===== src/rtl/cache_miss_ctrl.sv =====
// ---------------------------------------------------------------------------
// cache_miss_ctrl
//
// Miss-handling sequencer for a direct-mapped, write-back data cache. One CPU
// request is in flight at a time. The controller latches the request, then
// looks it up in the array (the tag compare is external and combinational).
// On a miss it writes back a dirty victim block word by word, refills the
// block from memory, commits the new tag, and replays the request.
//
// Optional feature: define CACHE_MISS_CTRL_STATS_EN to add the saturating
// 16-bit hit_count / miss_count ports. Without it the ports are absent and
// all other behaviour is identical.
//
// Ports
//   clock, reset_n   rising-edge clock, asynchronous active-low reset
//   cpu_req/we/addr  request strobe (sampled in IDLE only), write flag, address
//   cpu_ready        one-cycle completion pulse
//   hit_miss         registered, 1 = last completed request hit
//   lk_addr          latched request address presented to the array lookup
//   tag_hit, victim_dirty, victim_base   array lookup results
//   arr_we, arr_fill, arr_word, arr_commit, arr_dirty   array controls
//   mem_req, mem_we, mem_addr, mem_ack   word-serial memory handshake
//   hit_count, miss_count (stats build only)
//
// All outputs except hit_miss and lk_addr are decoded combinationally from
// state, cnt and the lookup inputs, so a hit completes in the cycle right
// after the request is accepted.
// ---------------------------------------------------------------------------
module cache_miss_ctrl #(
  parameter int ADDR_W      = 10,
  parameter int BLOCK_WORDS = 4
) (
  input  logic                           clock,
  input  logic                           reset_n,
  input  logic                           cpu_req,
  input  logic                           cpu_we,
  input  logic [ADDR_W-1:0]              cpu_addr,
  output logic                           cpu_ready,
  output logic                           hit_miss,
  output logic [ADDR_W-1:0]              lk_addr,
  input  logic                           tag_hit,
  input  logic                           victim_dirty,
  input  logic [ADDR_W-1:0]              victim_base,
  output logic                           arr_we,
  output logic                           arr_fill,
  output logic [$clog2(BLOCK_WORDS)-1:0] arr_word,
  output logic                           arr_commit,
  output logic                           arr_dirty,
  output logic                           mem_req,
  output logic                           mem_we,
  output logic [ADDR_W-1:0]              mem_addr,
`ifdef CACHE_MISS_CTRL_STATS_EN
  output logic [15:0]                    hit_count,
  output logic [15:0]                    miss_count,
`endif
  input  logic                           mem_ack
);

  localparam int OFF_W = $clog2(BLOCK_WORDS);

  // Word-offset bits of an address; used to block-align the victim base.
  localparam logic [ADDR_W-1:0] OFF_MASK = ADDR_W'(BLOCK_WORDS - 1);
  localparam logic [OFF_W-1:0]  LAST_CNT = OFF_W'(BLOCK_WORDS - 1);

  typedef enum logic [2:0] {
    IDLE      = 3'd0,
    LOOKUP    = 3'd1,
    WRITEBACK = 3'd2,
    REFILL    = 3'd3,
    COMMIT    = 3'd4
  } state_t;

  state_t             state;
  logic [OFF_W-1:0]   cnt;
  logic               lk_we;
  logic               last_word;
  logic [ADDR_W-1:0]  wb_base;

  assign last_word = (cnt == LAST_CNT);

  // The victim base is treated as block-aligned: any offset bits presented by
  // the array are discarded so the writeback always covers the whole block.
  assign wb_base = victim_base & ~OFF_MASK;

  // Sequencer: state, word counter, latched request and hit/miss status.
  always_ff @(posedge clock or negedge reset_n) begin
    if (!reset_n) begin
      state    <= IDLE;
      cnt      <= {OFF_W{1'b0}};
      lk_addr  <= {ADDR_W{1'b0}};
      lk_we    <= 1'b0;
      hit_miss <= 1'b0;
    end else begin
      case (state)
        IDLE: begin
          if (cpu_req) begin
            lk_addr <= cpu_addr;
            lk_we   <= cpu_we;
            state   <= LOOKUP;
          end
        end
        LOOKUP: begin
          if (tag_hit) begin
            hit_miss <= 1'b1;
            state    <= IDLE;
          end else begin
            cnt   <= {OFF_W{1'b0}};
            state <= victim_dirty ? WRITEBACK : REFILL;
          end
        end
        WRITEBACK: begin
          if (mem_ack) begin
            if (last_word) begin
              cnt   <= {OFF_W{1'b0}};
              state <= REFILL;
            end else begin
              cnt <= cnt + OFF_W'(1);
            end
          end
        end
        REFILL: begin
          if (mem_ack) begin
            // On the last word the counter wraps back to zero by itself.
            cnt <= cnt + OFF_W'(1);
            if (last_word) begin
              state <= COMMIT;
            end
          end
        end
        COMMIT: begin
          hit_miss <= 1'b0;
          state    <= IDLE;
        end
        default: begin
          cnt   <= {OFF_W{1'b0}};
          state <= IDLE;
        end
      endcase
    end
  end

  // Output decode: handshakes and array controls from state, cnt and lookup.
  always_comb begin
    cpu_ready  = 1'b0;
    arr_we     = 1'b0;
    arr_fill   = 1'b0;
    arr_word   = {OFF_W{1'b0}};
    arr_commit = 1'b0;
    arr_dirty  = 1'b0;
    mem_req    = 1'b0;
    mem_we     = 1'b0;
    mem_addr   = {ADDR_W{1'b0}};
    case (state)
      IDLE: begin
        cpu_ready = 1'b0;
      end
      LOOKUP: begin
        arr_word = lk_addr[OFF_W-1:0];
        if (tag_hit) begin
          cpu_ready = 1'b1;
          arr_we    = lk_we;
          arr_dirty = lk_we;
        end else begin
          cpu_ready = 1'b0;
        end
      end
      WRITEBACK: begin
        mem_req  = 1'b1;
        mem_we   = 1'b1;
        mem_addr = wb_base | ADDR_W'(cnt);
        arr_word = cnt;
      end
      REFILL: begin
        mem_req  = 1'b1;
        mem_we   = 1'b0;
        mem_addr = {lk_addr[ADDR_W-1:OFF_W], cnt};
        arr_word = cnt;
        if (mem_ack) begin
          arr_we   = 1'b1;
          arr_fill = 1'b1;
        end else begin
          arr_we   = 1'b0;
        end
      end
      COMMIT: begin
        // Replaying a write marks the freshly committed line dirty; the array
        // gives arr_dirty priority over the clean state implied by arr_commit.
        cpu_ready  = 1'b1;
        arr_commit = 1'b1;
        arr_word   = lk_addr[OFF_W-1:0];
        arr_we     = lk_we;
        arr_dirty  = lk_we;
      end
      default: begin
        cpu_ready = 1'b0;
      end
    endcase
  end

`ifdef CACHE_MISS_CTRL_STATS_EN
  // Saturating hit/miss counters, stepped on each completion pulse.
  always_ff @(posedge clock or negedge reset_n) begin
    if (!reset_n) begin
      hit_count  <= 16'h0000;
      miss_count <= 16'h0000;
    end else begin
      if ((state == LOOKUP) && tag_hit && (hit_count != 16'hFFFF)) begin
        hit_count <= hit_count + 16'h0001;
      end
      if ((state == COMMIT) && (miss_count != 16'hFFFF)) begin
        miss_count <= miss_count + 16'h0001;
      end
    end
  end
`endif

endmodule


===== config.mk =====
export PLATFORM = sky130hd
export DESIGN_NAME = cache_miss_ctrl
export DESIGN_NICKNAME = d
export VERILOG_FILES = /design/src/rtl/cache_miss_ctrl.sv
export SDC_FILE = /design/constraint.sdc
export NUM_CORES = 1
export LEC_CHECK = 0
export BUFFER_PORTS_ARGS = -buffer_cell sky130_fd_sc_hd__clkbuf_2
export CAP_MARGIN = 20
export CORE_AREA = 10 10 60 62
export CTS_CLUSTER_DIAMETER = 50
export DETAILED_ROUTE_END_ITERATION = 8
export DIE_AREA = 0 0 70 72
export GPL_TIMING_DRIVEN = 0
export PLACE_DENSITY = 0.75
export REMOVE_ABC_BUFFERS = 1
export SLEW_MARGIN = 20
export SYNTH_ARGS = -nofsm -noshare
export SYNTH_HDL_FRONTEND = slang
export SYNTH_SLANG_ARGS = --single-unit

===== constraint.sdc =====
create_clock -name clock -period 1.66 [get_ports clock]
set_input_delay 0.166 -clock clock [delete_from_list [all_inputs] [get_ports clock]]
set_output_delay 0.166 -clock clock [all_outputs]
set_load 0.1 [all_outputs]

# --- After elaboration in Yosys (flattened, before gate mapping) ---
# Index checks and enable logic that the tools add are counted.
totals:
  n_memories: 0
  ff_bits: 17
  ram_bits: 0
  wordCells: 56
  input_bits: 27
  latch_bits: 0
  romBits: 0
classes:
  shift: 0
  n_mul: 0
  bitwise: 2
  n_eq_ne: 12
  reduce_logical: 9
  order_cmp: 0
  addsub: 1
  div_mod_pow: 0
  muxes: 27
ops:
  columns: ["op", "count"]
  rows:
  - ["$pmux W10 S2", 1]
  - ["$mux W3", 5]
  - ["$ne A2 B2 Y1 const B", 7]
  - ["$pmux W3 S4", 1]
  - ["$mux W2", 5]
  - ["$or A10 B2 Y10", 1]
  - ["$mux W1", 9]
  - ["$pmux W2 S4", 1]
  - ["$eq A3 B2 Y1 const B", 2]
  - ["$pmux W1 S2", 3]
  - ["$reduce_or A2 Y1", 3]
  - ["$reduce_and A5 Y1", 1]
  - ["$pmux W2 S2", 1]
  - ["$reduce_and A2 Y1", 2]
  - ["$reduce_and A4 Y1", 1]
  - ["$eq A3 B1 Y1 const B", 1]
  - ["$eq A3 B3 Y1 const B", 1]
  - ["$logic_not A3 Y1", 1]
  - ["$pmux W1 S3", 1]
  - ["$add A2 B1 Y2 const B", 1]
  - ["$eq A2 B2 Y1 const B", 1]
  - ["$reduce_bool A2 Y1", 1]
  - ["$not A1 Y1", 1]

# --- Depth between registers and ports, before layout ---
# Gate-level depths: netlist of the first run.
logic_depth:
  ltp_word: 4
  mapped_depth: 5
  ltp_nobuf: 4

# --- Least setup slack after synthesis of the first run ---
# OpenSTA, ideal clock, no wires.
synth_path:
  path_type: "flip-flop to output port"
  start: "reg state[2]"
  end: "out arr_dirty"
  t_required_ps: 1494
  arrival_ps: 3175
  setup_slack_ps: -1681
  path_buffers: 1
  stages_incl_launch_ff: 5
  path_cell_list: "dfrtp_1 -> buf_4 -> nand3b_1 -> a21oi_1 -> and2_1"
synth_via:
  elab_chain_len: 2
  word_cells_on_any_way: 3
  cone_classes: "2 x eq/ne; 1 x mux"
synth_lines:
  columns: ["element", "line", "rtl"]
  rows:
  - ["from (decl)", "73", "state_t state;"]
  - ["from (signal assigned)", "108", "state <= victim_dirty ? WRITEBACK : REFILL;"]
  - ["$eq A3 B3 Y1 or $eq A3 B1 Y1 (tied branches)", "153", "case (state)"]
  - ["$pmux W1 S2 *", "153", null]
  - ["to (decl)", "48", "output logic arr_dirty,"]
# Every way passes the cells marked *; elsewhere a longest branch is shown, timed or not.

# --- Worst setup path in the final report of the first run ---
layout_path:
  start: "reg state[0]"
  end: "out arr_we"
layout_via:
  elab_chain_len: 2
  word_cells_on_any_way: 4
  cone_classes: "3 x eq/ne; 1 x mux"
layout_lines:
  columns: ["element", "line", "rtl"]
  rows:
  - ["$eq A3 B3 Y1, or another cell as far along", "153", null]
  - ["$pmux W1 S3 *", "153", null]
  - ["to (decl)", "44", "output logic arr_we,"]
# Marked as above.

==> results by group, run 1 <==
Clocking
  – Clock latency on the worst-skew pair: 0.28 ns
  – Root Driver: clkbuf_4
  – Clock transition at path regs: 0.10 ns
  – Total CTS buffers: 3
  – CTS tree: yes
  – H-Tree Depth: 1
  – CTS Buffer Depth: 2
  – Clock sinks: 17

Synth
  – Sequential area share after synthesis: 42.8%
  – Yosys cell types: 30
  – Mapped Area: slightly below 0.001 mm2
  – Yosys warnings: 0
  – Async S/R FF share, synth: 100%
  – Mean Syn Cell Area: around 11 um2
  – #FFs+latches synth: 17
  – Largest family of logic cells by synthesized area: multiplexers
  – XOR/XNOR share of the synthesized area: less than 1%
  – Mux cell area share after synthesis: 20.5%
  – Post-Synthesis Cells: 93
  – Synth Area in Compound Gates: 11.7%
  – Ys flop type: dfrtp_1
  – Number of enable flip-flop cells after synthesis: 0
  – Synth Area in Adders: 1.26%
  – Post-synthesis simple-gate area fraction: 16.1%

STA
  – # setup viols final: 9
  – Worst clock skew: roughly 0.0024 ns
  – Post-route setup slack: -0.137 ns
  – RSZ-0062 raised after global routing: yes
  – Max Fclk: between 500 and 600 MHz
  – Slew headroom: 62.7%
  – Final period demand of the worst path: around 1.8 ns
  – Final hold vios: 0
  – Final Max Slew Viols: 0
  – Fin crit share: 108%
  – Tightest Pin Transition: 0.561 ns

Setup path
  – Critical Path Start Type: flop
  – Crit-path slowest cell: dfrtp_4
  – Reg2reg path depth: 5
  – Arrival time at the worst endpoint: 1.63 ns
  – Worst path cell trace: buf_6 -> nand2b_4 -> a21oi_4 -> a21o_1 -> clkbuf_16
  – Crit path capture type: output port
  – Worst endpoint required time: 1.49 ns
  – Crit path launch: state[0]$_DFFE_PN0P_
  – Slowest stage delay, CP: around 0.50 ns
  – Setup slack, reg-to-reg: -0.01 ns
  – FF-to-FF Start: state[0]$_DFFE_PN0P_
  – Worst setup path class: reg -> out
  – RR Endpoint: lk_addr[1]$_DFFE_PN0P_
  – Worst setup path endpoint: arr_we
  – CP max FO: 3

Cells and area
  – Antenna diode count: 0
  – Number of fill cells: 176
  – Layout area overhead: 75.8%
  – Layout cells sized above 1: 61.9%
  – # nets final: 189

Route
  – Vias: 991
  – Routed Antenna Nets: 0
  – DR pass1 iterations: 4
  – Routed wire length: ~3600 um
  – Routed vias/inst: between 5 and 6
  – Routed wire per std cell: about 19 um
  – DRC violations left: 0
  – DRT iter0 DRCs: 93

Die
  – Cell Rows: 18
  – I/O Pins: 57
  – Die height: around 72 um
  – Die X: 70 um
  – Die area: 0.00504 mm2
  – Total core area: 0.00243 mm2
  – Starting Density: 40.8%

Global routing
  – Vias in the first global route: ~1100
  – Met3 GRT Util: under 10%
  – Largest net degree at the start of global routing: 18
  – Remaining Overflow, GRT: 0
  – Grt met1 use: 12.9%
  – Total Routing Usage GR: roughly an eighth
  – GR Util met2: 25.0%
  – GR peak layer: met2
  – First-pass GRT wire length: 5420 um
  – Initial antenna violation count: 0

Hold path
  – Min-delay worst type: in -> reg

Job
  – Max-cap violations: 0

Placed design
  – Post-Place Worst Slack: -0.404 ns
  – Dpl hpwl: 2140 um
  – Port-buffer cells: 54
  – GPL Wtd Cong: 0.727

Status
  – Status: finished, violations left
  – Failing checks: setup timing
## worst min path at each step
stage                     slack, ns                endpoint  cells past startpoint        start
after CTS                       0.1       lk_we$_DFFE_PN0P_                      2       cpu_we
after floorplan               -0.13      cnt[0]$_DFFE_PN0P_                      0      reset_n
final                          0.11  lk_addr[3]$_DFFE_PN0P_                      2  cpu_addr[3]
after global routing           0.10  lk_addr[0]$_DFFE_PN0P_                      2  cpu_addr[0]
after global placement         0.13    hit_miss$_DFFE_PN0P_                      1      reset_n
after detailed placement       0.13    state[2]$_DFFE_PN0P_                      1      reset_n
## critical path: cells and delay by family (launching register included)
family / cells / cell delay, ns
AO/OA/AOI/OAI: 2 / 0.35
buffers and inverters: 2 / 0.35
AND/OR/NAND/NOR: 1 / 0.15
flip-flops: 1 / 0.50
## kinds of logic after synthesis
group	Yosys count
compound gates	16
xor+xnor	1
fa+ha+maj	1
buf+inv	12
flops	17
mux	19
simple gates	27
## area by class of cell
type                            count  area (um2)  share of cell area (%)
Timing Repair Buffer               69         621                    35.5
Multi-Input combinational cell     64         606                    34.7
Sequential cell                    17         432                    24.7
Tap cell                           30        37.5                    2.15
Clock buffer                        4        26.3                    1.50
Inverter                            6        25.0                    1.43
## metrics by stage
| stage | instance area [um2] | std cells | hold WS (ns) | util (%) | TNS [ns] |
|---|---|---|---|---|---|
| after floorplan | 950 | 87 | -0.130 | - | -16.25 |
| after global placement | 1260 | 171 | 0.127 | 51.7 | -7.12 |
| after detailed placement | 1260 | 171 | 0.127 | 51.7 | -7.81 |
| after CTS | 1590 | 185 | 0.0992 | 65.2 | -0.616 |
| after global routing | 1750 | 190 | 0.100 | 71.8 | -1.41 |
| final | 1750 | 190 | 0.106 | 71.8 | -0.530 |
## repair_timing
| action | 4_1_cts | 5_1_grt |
|---|---|---|
| endpoints found under the hold margin | 17 | 0 |
| resized for setup | 48 | 33 |
| hold buffers | 1 | 0 |
| endpoints found under the setup margin | 30 | 18 |
| buffers inserted | 9 | 5 |
| pin swaps | 1 | 4 |
## routing by layer
layer,wire length [um],share of wire [%],vias to the layer above
met3,228,6.3,6
met5,0,0,-
li1,-,-,464
met2,2050,56,37
met1,1280,35,484
met4,70,1.9,0
## cell usage after synthesis, types with 2 or more instances
| cell | number | area [um2] |
|---|---|---|
| dfrtp_1 | 17 | 425 |
| nor2_1 | 13 | 48.8 |
| mux2_2 | 11 | 124 |
| mux2i_1 | 8 | 80.1 |
| inv_1 | 5 | 18.8 |
| a31oi_1 | 3 | 18.8 |
| and2_1 | 3 | 18.8 |
| buf_4 | 3 | 22.5 |
| nand2b_1 | 3 | 18.8 |
| o2bb2ai_1 | 3 | 26.3 |
| a22oi_1 | 2 | 15.0 |
| buf_2 | 2 | 10.0 |
| nor2b_1 | 2 | 12.5 |
| o21ai_0 | 2 | 10.0 |
## layout by cell type (no fill, tap or decap), types with 4 or more instances in the layout
cell        n
clkbuf_2   35
dfrtp_1    14
buf_4      11
inv_1       5
nor2_1     11
clkbuf_16   4
clkbuf_8    9
clkbuf_4    5
mux2_4     10
mux2i_1     8
buf_12      4
## flip-flops by register name, summed over array words and instances (netlist names)
name      count
cnt           2
hit_miss      1
lk_addr      10
lk_we         1
state         3
Power of run 1 is left out: the tool's default activity adds up to more than one toggle a clock period on the data nets, which glitch-free logic cannot reach.
==> run 2, diff against run 1 <==
REMOVE_ABC_BUFFERS = not set   (was 1)
==> results by group, run 2 (synthesized netlist as in run 1, its figures left out) <==
Status
  – Failing checks: setup timing
  – Status: finished, violations left

Cells and area
  – Layout cells sized above 1: 80.5% (+19 points)
  – Antenna diode count: 0 (unchanged)
  – Most flop-heavy register: lk_addr
  – Most common cell after layout, fill and taps aside: clkbuf_2
  – Number of fill cells: 89 (-49%)
  – Layout Utilization: 91.2% (+19 points)
  – Layout area overhead: 123%
  – Register area: 439 um2 (+1.7%)
  – Multi-input gate area: 815 um2 (+35%)
  – # nets final: 198 (+4.8%)
  – Max reg flops: 10 (unchanged)
  – Most frequent cells in the layout: 35 x clkbuf_2, 15 x clkbuf_16, 12 x buf_4
  – Largest regs: lk_addr (10), state (3), cnt (2)

Route
  – Met1 WL: 1750 um (+36%)
  – Vias: 1125 (+14%)
  – Top Metal Used: met4
  – Routed wire length: 4800 um (+32%)
  – Routed vias/inst: 5.65 (+8.4%)
  – Routed Antenna Nets: 0 (unchanged)
  – Met2 Wirelength: 2630 um (+28%)
  – DR pass1 iterations: 4 (unchanged)
  – Met3 Wirelength: 319 um (+40%)
  – DRT iter0 DRCs: 98 (+5.4%)
  – Routed wire per std cell: 24.1 um (+26%)
  – DRC violations left: 0 (unchanged)

Global routing
  – Vias in the first global route: 1220 (+12%)
  – Total Routing Usage GR: 16.3% (+3.4 points)
  – Initial antenna violation count: 0 (unchanged)
  – First-pass GRT wire length: 6670 um (+23%)
  – Remaining Overflow, GRT: 0 (unchanged)
  – Largest net degree at the start of global routing: 18 (unchanged)

Clocking
  – Clock transition at path regs: 0.11 ns (about the same)
  – Root Driver: clkbuf_4
  – Clock sinks: 17 (unchanged)
  – H-Tree Depth: 1 (unchanged)
  – CTS Buffer Depth: 2 (unchanged)
  – CTS tree: yes
  – Total CTS buffers: 3 (unchanged)
  – Clock latency on the worst-skew pair: 0.30 ns (+0.02 ns)

STA
  – Slew headroom: 62.6% (-0.13 points)
  – Max Fclk: 553 MHz (-0.57%)
  – RSZ-0062 raised after global routing: yes
  – Final hold vios: 0 (unchanged)
  – Post-route setup slack: -0.148 ns (-0.0102 ns)
  – Final period demand of the worst path: 1.81 ns (+0.0102 ns)
  – Worst clock skew: 0.00321 ns (+0.000814 ns)
  – Tightest Pin Transition: 0.563 ns (+0.00194 ns)
  – # setup viols final: 27 (+18)
  – Fin crit share: 109% (+0.62 points)
  – Final Max Slew Viols: 0 (unchanged)

Die
  – I/O Pins: 57 (unchanged)
  – Die height: 72 um (unchanged)
  – Die X: 70 um (unchanged)
  – Total core area: 0.00243 mm2 (unchanged)
  – Cell Rows: 18 (unchanged)
  – Starting Density: 40.8% (unchanged)
  – Die area: 0.00504 mm2 (unchanged)

Placed design
  – Port-buffer cells: 54 (unchanged)
  – Dpl hpwl: 2450 um (+15%)
  – GPL Wtd Cong: 0.797 (+9.6%)

Setup path
  – Crit path capture type: output port
  – Worst path cell trace: buf_6 -> nand2b_4 -> inv_4 -> and3_4 -> a21o_4 -> clkbuf_16
  – Reg2reg path depth: 5 (unchanged)
  – Crit-path slowest cell: dfrtp_1
  – Worst setup path class: reg -> out
  – CP max FO: 5 (+2)
  – Critical Path Start Type: flop
  – Arrival time at the worst endpoint: 1.64 ns (about the same)
  – Slowest stage delay, CP: 0.41 ns (-0.09 ns)
  – Worst endpoint required time: 1.49 ns (about the same)

Synth
  – Syn_nets: between 100 and 150

Hold path
  – WHS Path Cells: 2 (unchanged)
  – Min-delay worst type: in -> reg

Job
  – Max-cap violations: 0 (unchanged)
run 2: cell types whose count changed in the layout (fill, tap and decap cells not counted), moves of 9 or more:
cell	before	now
clkbuf_16	4	15
clkbuf_8	9	0
dfrtp_2	2	11
nor2_1	11	2
nor2_4	1	11
run 2: timing repair:
| action | in CTS | in global routing |
|---|---|---|
| hold buffers | 1 | 0 |
| setup endpoints to repair | 19 | 28 |
| pin swaps | 2 | 4 |
| gates resized for setup | 85 | 26 |
| setup buffers | 10 | 5 |
| gates cloned | 0 | 2 |
| endpoints found under the hold margin | 17 | 0 |
run 2: per-stage QoR:
stage | instances | worst slack, ns | hold WS, ns | area [um2] | setup TNS [ns]
after floorplan | 93 | -0.327 | -0.130 | 1150 | -0.952
after global placement | 177 | -0.156 | 0.128 | 1460 | -1.12
after detailed placement | 177 | -0.178 | 0.131 | 1460 | -1.59
after CTS | 192 | -0.0900 | 0.0758 | 2070 | -0.756
after global routing | 199 | -0.206 | 0.0730 | 2220 | -2.63
final | 199 | -0.148 | 0.0833 | 2220 | -1.47
run 2: path summary, 6_finish.rpt:
path,startpoint,to,slack (ns)
setup / recovery,state[2]$_DFFE_PN0P_,arr_we,-0.15
setup reg to reg,state[1]$_DFFE_PN0P_,lk_addr[7]$_DFFE_PN0P_,-0.05
hold / removal,cpu_addr[4],lk_addr[4]$_DFFE_PN0P_,0.08
hold reg to reg,hit_miss$_DFFE_PN0P_,hit_miss$_DFFE_PN0P_,0.53
min in group asynchronous,reset_n,lk_addr[2]$_DFFE_PN0P_,0.35
max in group asynchronous,reset_n,state[1]$_DFFE_PN0P_,0.98
run 2: cell type report:
class	instances	area share, %
inverter	6	1.13
multi-input combinational	64	36.7
buffer	6	4.00
clock buffer	3	1.02
tap	30	1.69
clock inverter	1	0.226
timing repair buffer	72	35.4
sequential	17	19.8
run 2: worst max-delay path: cells and delay by family, from the launching register on:
family / cells / cell delay (ns)
simple gates: 2 / 0.35
buf+inv: 3 / 0.38
flops: 1 / 0.41
compound gates: 1 / 0.19
run 2: per-layer routing:
metal / vias to the layer above / global-route usage (%)
met5: - / 0
met4: 0 / 5.92
met3: 8 / 5.85
met2: 60 / 30.6
met1: 571 / 16.3
li1: 486 / -
Power of run 2 is left out for the same reason.
==> run 3, diff against run 2 <==
CORE_AREA = 3 3 53 55   (was 10 10 60 62)
DIE_AREA = 0 0 56 58   (was 0 0 70 72)
==> results by group, run 3 (synthesized netlist as in run 1, its figures left out) <==
Route
  – DRT iter0 DRCs: 17 (-83%)
  – Routed wire per std cell: 22.2 um (-7.9%)
  – Routed Antenna Nets: 0 (unchanged)
  – DRC violations left: 0 (unchanged)
  – Routed vias/inst: 5.61 (-0.77%)
  – Routed wire length: 4440 um (-7.5%)
  – Vias: 1122 (-0.27%)
  – DR pass1 iterations: 4 (unchanged)

Status
  – Failing checks: setup timing
  – Status: finished, violations left

Cells and area
  – Most common cell after layout, fill and taps aside: clkbuf_2
  – Layout cells sized above 1: 80.6% (+0.11 points)
  – Most frequent cells in the layout: 35 x clkbuf_2, 16 x buf_4, 13 x clkbuf_16
  – Number of fill cells: 98 (+10%)
  – Layout Utilization: 88.4% (-2.8 points)
  – Most flop-heavy register: lk_addr
  – Layout area overhead: 116%
  – Antenna diode count: 0 (unchanged)
  – # nets final: 199 (+0.51%)
  – Max reg flops: 10 (unchanged)
  – Final Cell Area: 0.00215 mm2 (-3.1%)
  – Largest regs: lk_addr (10), state (3), cnt (2)

Placed design
  – Post-Place Cell Area: 0.00146 mm2 (unchanged)
  – Port-buffer cells: 54 (unchanged)
  – Dpl hpwl: 2040 um (-17%)
  – GPL Wtd Cong: 0.810 (+1.7%)

STA
  – # setup viols final: 15 (-44%)
  – Final Max Slew Viols: 0 (unchanged)
  – Hold WS: 0.103 ns (+0.0197 ns)
  – Worst clock skew: 0.00149 ns (-0.00173 ns)
  – Fin crit share: 108% (-1.2 points)
  – Max Fclk: 559 MHz (+1.1%)
  – Post-route setup slack: -0.128 ns (+0.0195 ns)
  – Final hold vios: 0 (unchanged)
  – Tightest Pin Transition: 0.564 ns (+0.00123 ns)
  – Sum of negative setup slack: -0.970 ns (+0.502 ns)
  – Final period demand of the worst path: 1.79 ns (-0.0195 ns)
  – Slew headroom: 62.5% (-0.082 points)
  – RSZ-0062 raised after global routing: yes

Clocking
  – Clock sinks: 17 (unchanged)
  – Clock latency on the worst-skew pair: 0.29 ns (about the same)
  – CTS tree: yes
  – CTS Buffer Depth: 2 (unchanged)
  – Clock transition at path regs: 0.11 ns (about the same)
  – Root Driver: clkbuf_4
  – Total CTS buffers: 3 (unchanged)
  – H-Tree Depth: 1 (unchanged)

Setup path
  – Critical Path Start Type: flop
  – Arrival time at the worst endpoint: 1.62 ns (-0.02 ns)
  – Worst setup path class: reg -> out
  – Crit path capture type: output port
  – Worst endpoint required time: 1.49 ns (about the same)
  – CP max FO: 5 (unchanged)

Die
  – Die height: 58 um (-19%)
  – Total core area: 0.00243 mm2 (unchanged)
  – Die area: 0.00325 mm2 (-36%)
  – Die X: 56 um (-20%)
  – Starting Density: 40.8% (unchanged)
  – Cell Rows: 18 (unchanged)
  – I/O Pins: 57 (unchanged)

Global routing
  – GR Util met2: 41.6% (+11 points)
  – First-pass GRT wire length: 5870 um (-12%)
  – Remaining Overflow, GRT: 0 (unchanged)
  – Grt met1 use: 25.9% (+9.6 points)
  – Largest net degree at the start of global routing: 18 (unchanged)
  – Met3 GRT Util: 7.35% (+1.5 points)
  – Initial antenna violation count: 0 (unchanged)
  – Vias in the first global route: 1203 (-1.4%)
  – GR peak layer: met2
  – Total Routing Usage GR: 23.5% (+7.2 points)

Job
  – Max-cap violations: 0 (unchanged)

Synth
  – Syn_nets: 121 (unchanged)

Hold path
  – Min-delay worst type: in -> reg
run 3: cell count changes in the layout (fill, tap and decap cells not counted), sizes merged:
cell    before  now
buf         27   28
clkbuf      53   54
clkinv       1    0
run 3: worst max-delay path, cell delays in order (launching register included):
cell,delay (ns)
dfrtp_2,0.46
buf_6,0.13
nand2b_4,0.10
inv_6,0.05
and3_4,0.19
a21o_4,0.20
clkbuf_16,0.19
run 3: per-stage QoR:
stage	setup WS, ns	cells
finish	-0.128	200
global route	-0.177	200
CTS	-0.0578	191
detailed placement	-0.190	177
global placement	-0.165	177
floorplan	-0.327	93
run 3: repair_timing:
item | in CTS | in global routing
buffers inserted | 9 | 7
hold buffers | 1 | 0
pin swaps | 2 | 5
resized for setup | 81 | 15
gates cloned | 0 | 2
endpoints found under the hold margin | 17 | 0
endpoints found under the setup margin | 19 | 18
run 3: routing by layer:
metal / share of wire [%] / vias up
met5: 0 / -
met4: 4.1 / 0
met3: 7.3 / 16
met2: 52 / 68
met1: 37 / 552
li1: - / 486
run 3: final cells by class:
type / instances / area [um2] / area share [%]
clock buffer: 4 / 26.3 / 1.22
sequential: 17 / 439 / 20.4
timing repair buffer: 73 / 746 / 34.7
buffer: 6 / 88.8 / 4.13
multi-input combinational: 64 / 785 / 36.5
tap: 30 / 37.5 / 1.75
inverter: 6 / 27.5 / 1.28
run 3: final timing paths:
kind,to,slack (ns),cells past startpoint,from
worst max-delay path,arr_we,-0.13,6,state[1]$_DFFE_PN0P_
worst min-delay path,lk_addr[7]$_DFFE_PN0P_,0.10,2,cpu_addr[7]
worst max register to register,lk_addr[1]$_DFFE_PN0P_,0.01,4,state[1]$_DFFE_PN0P_
worst min register to register,hit_miss$_DFFE_PN0P_,0.56,1,hit_miss$_DFFE_PN0P_
max in group asynchronous,lk_addr[5]$_DFFE_PN0P_,0.97,2,reset_n
min in group asynchronous,state[2]$_DFFE_PN0P_,0.35,2,reset_n
Power of run 3 is left out for the same reason.
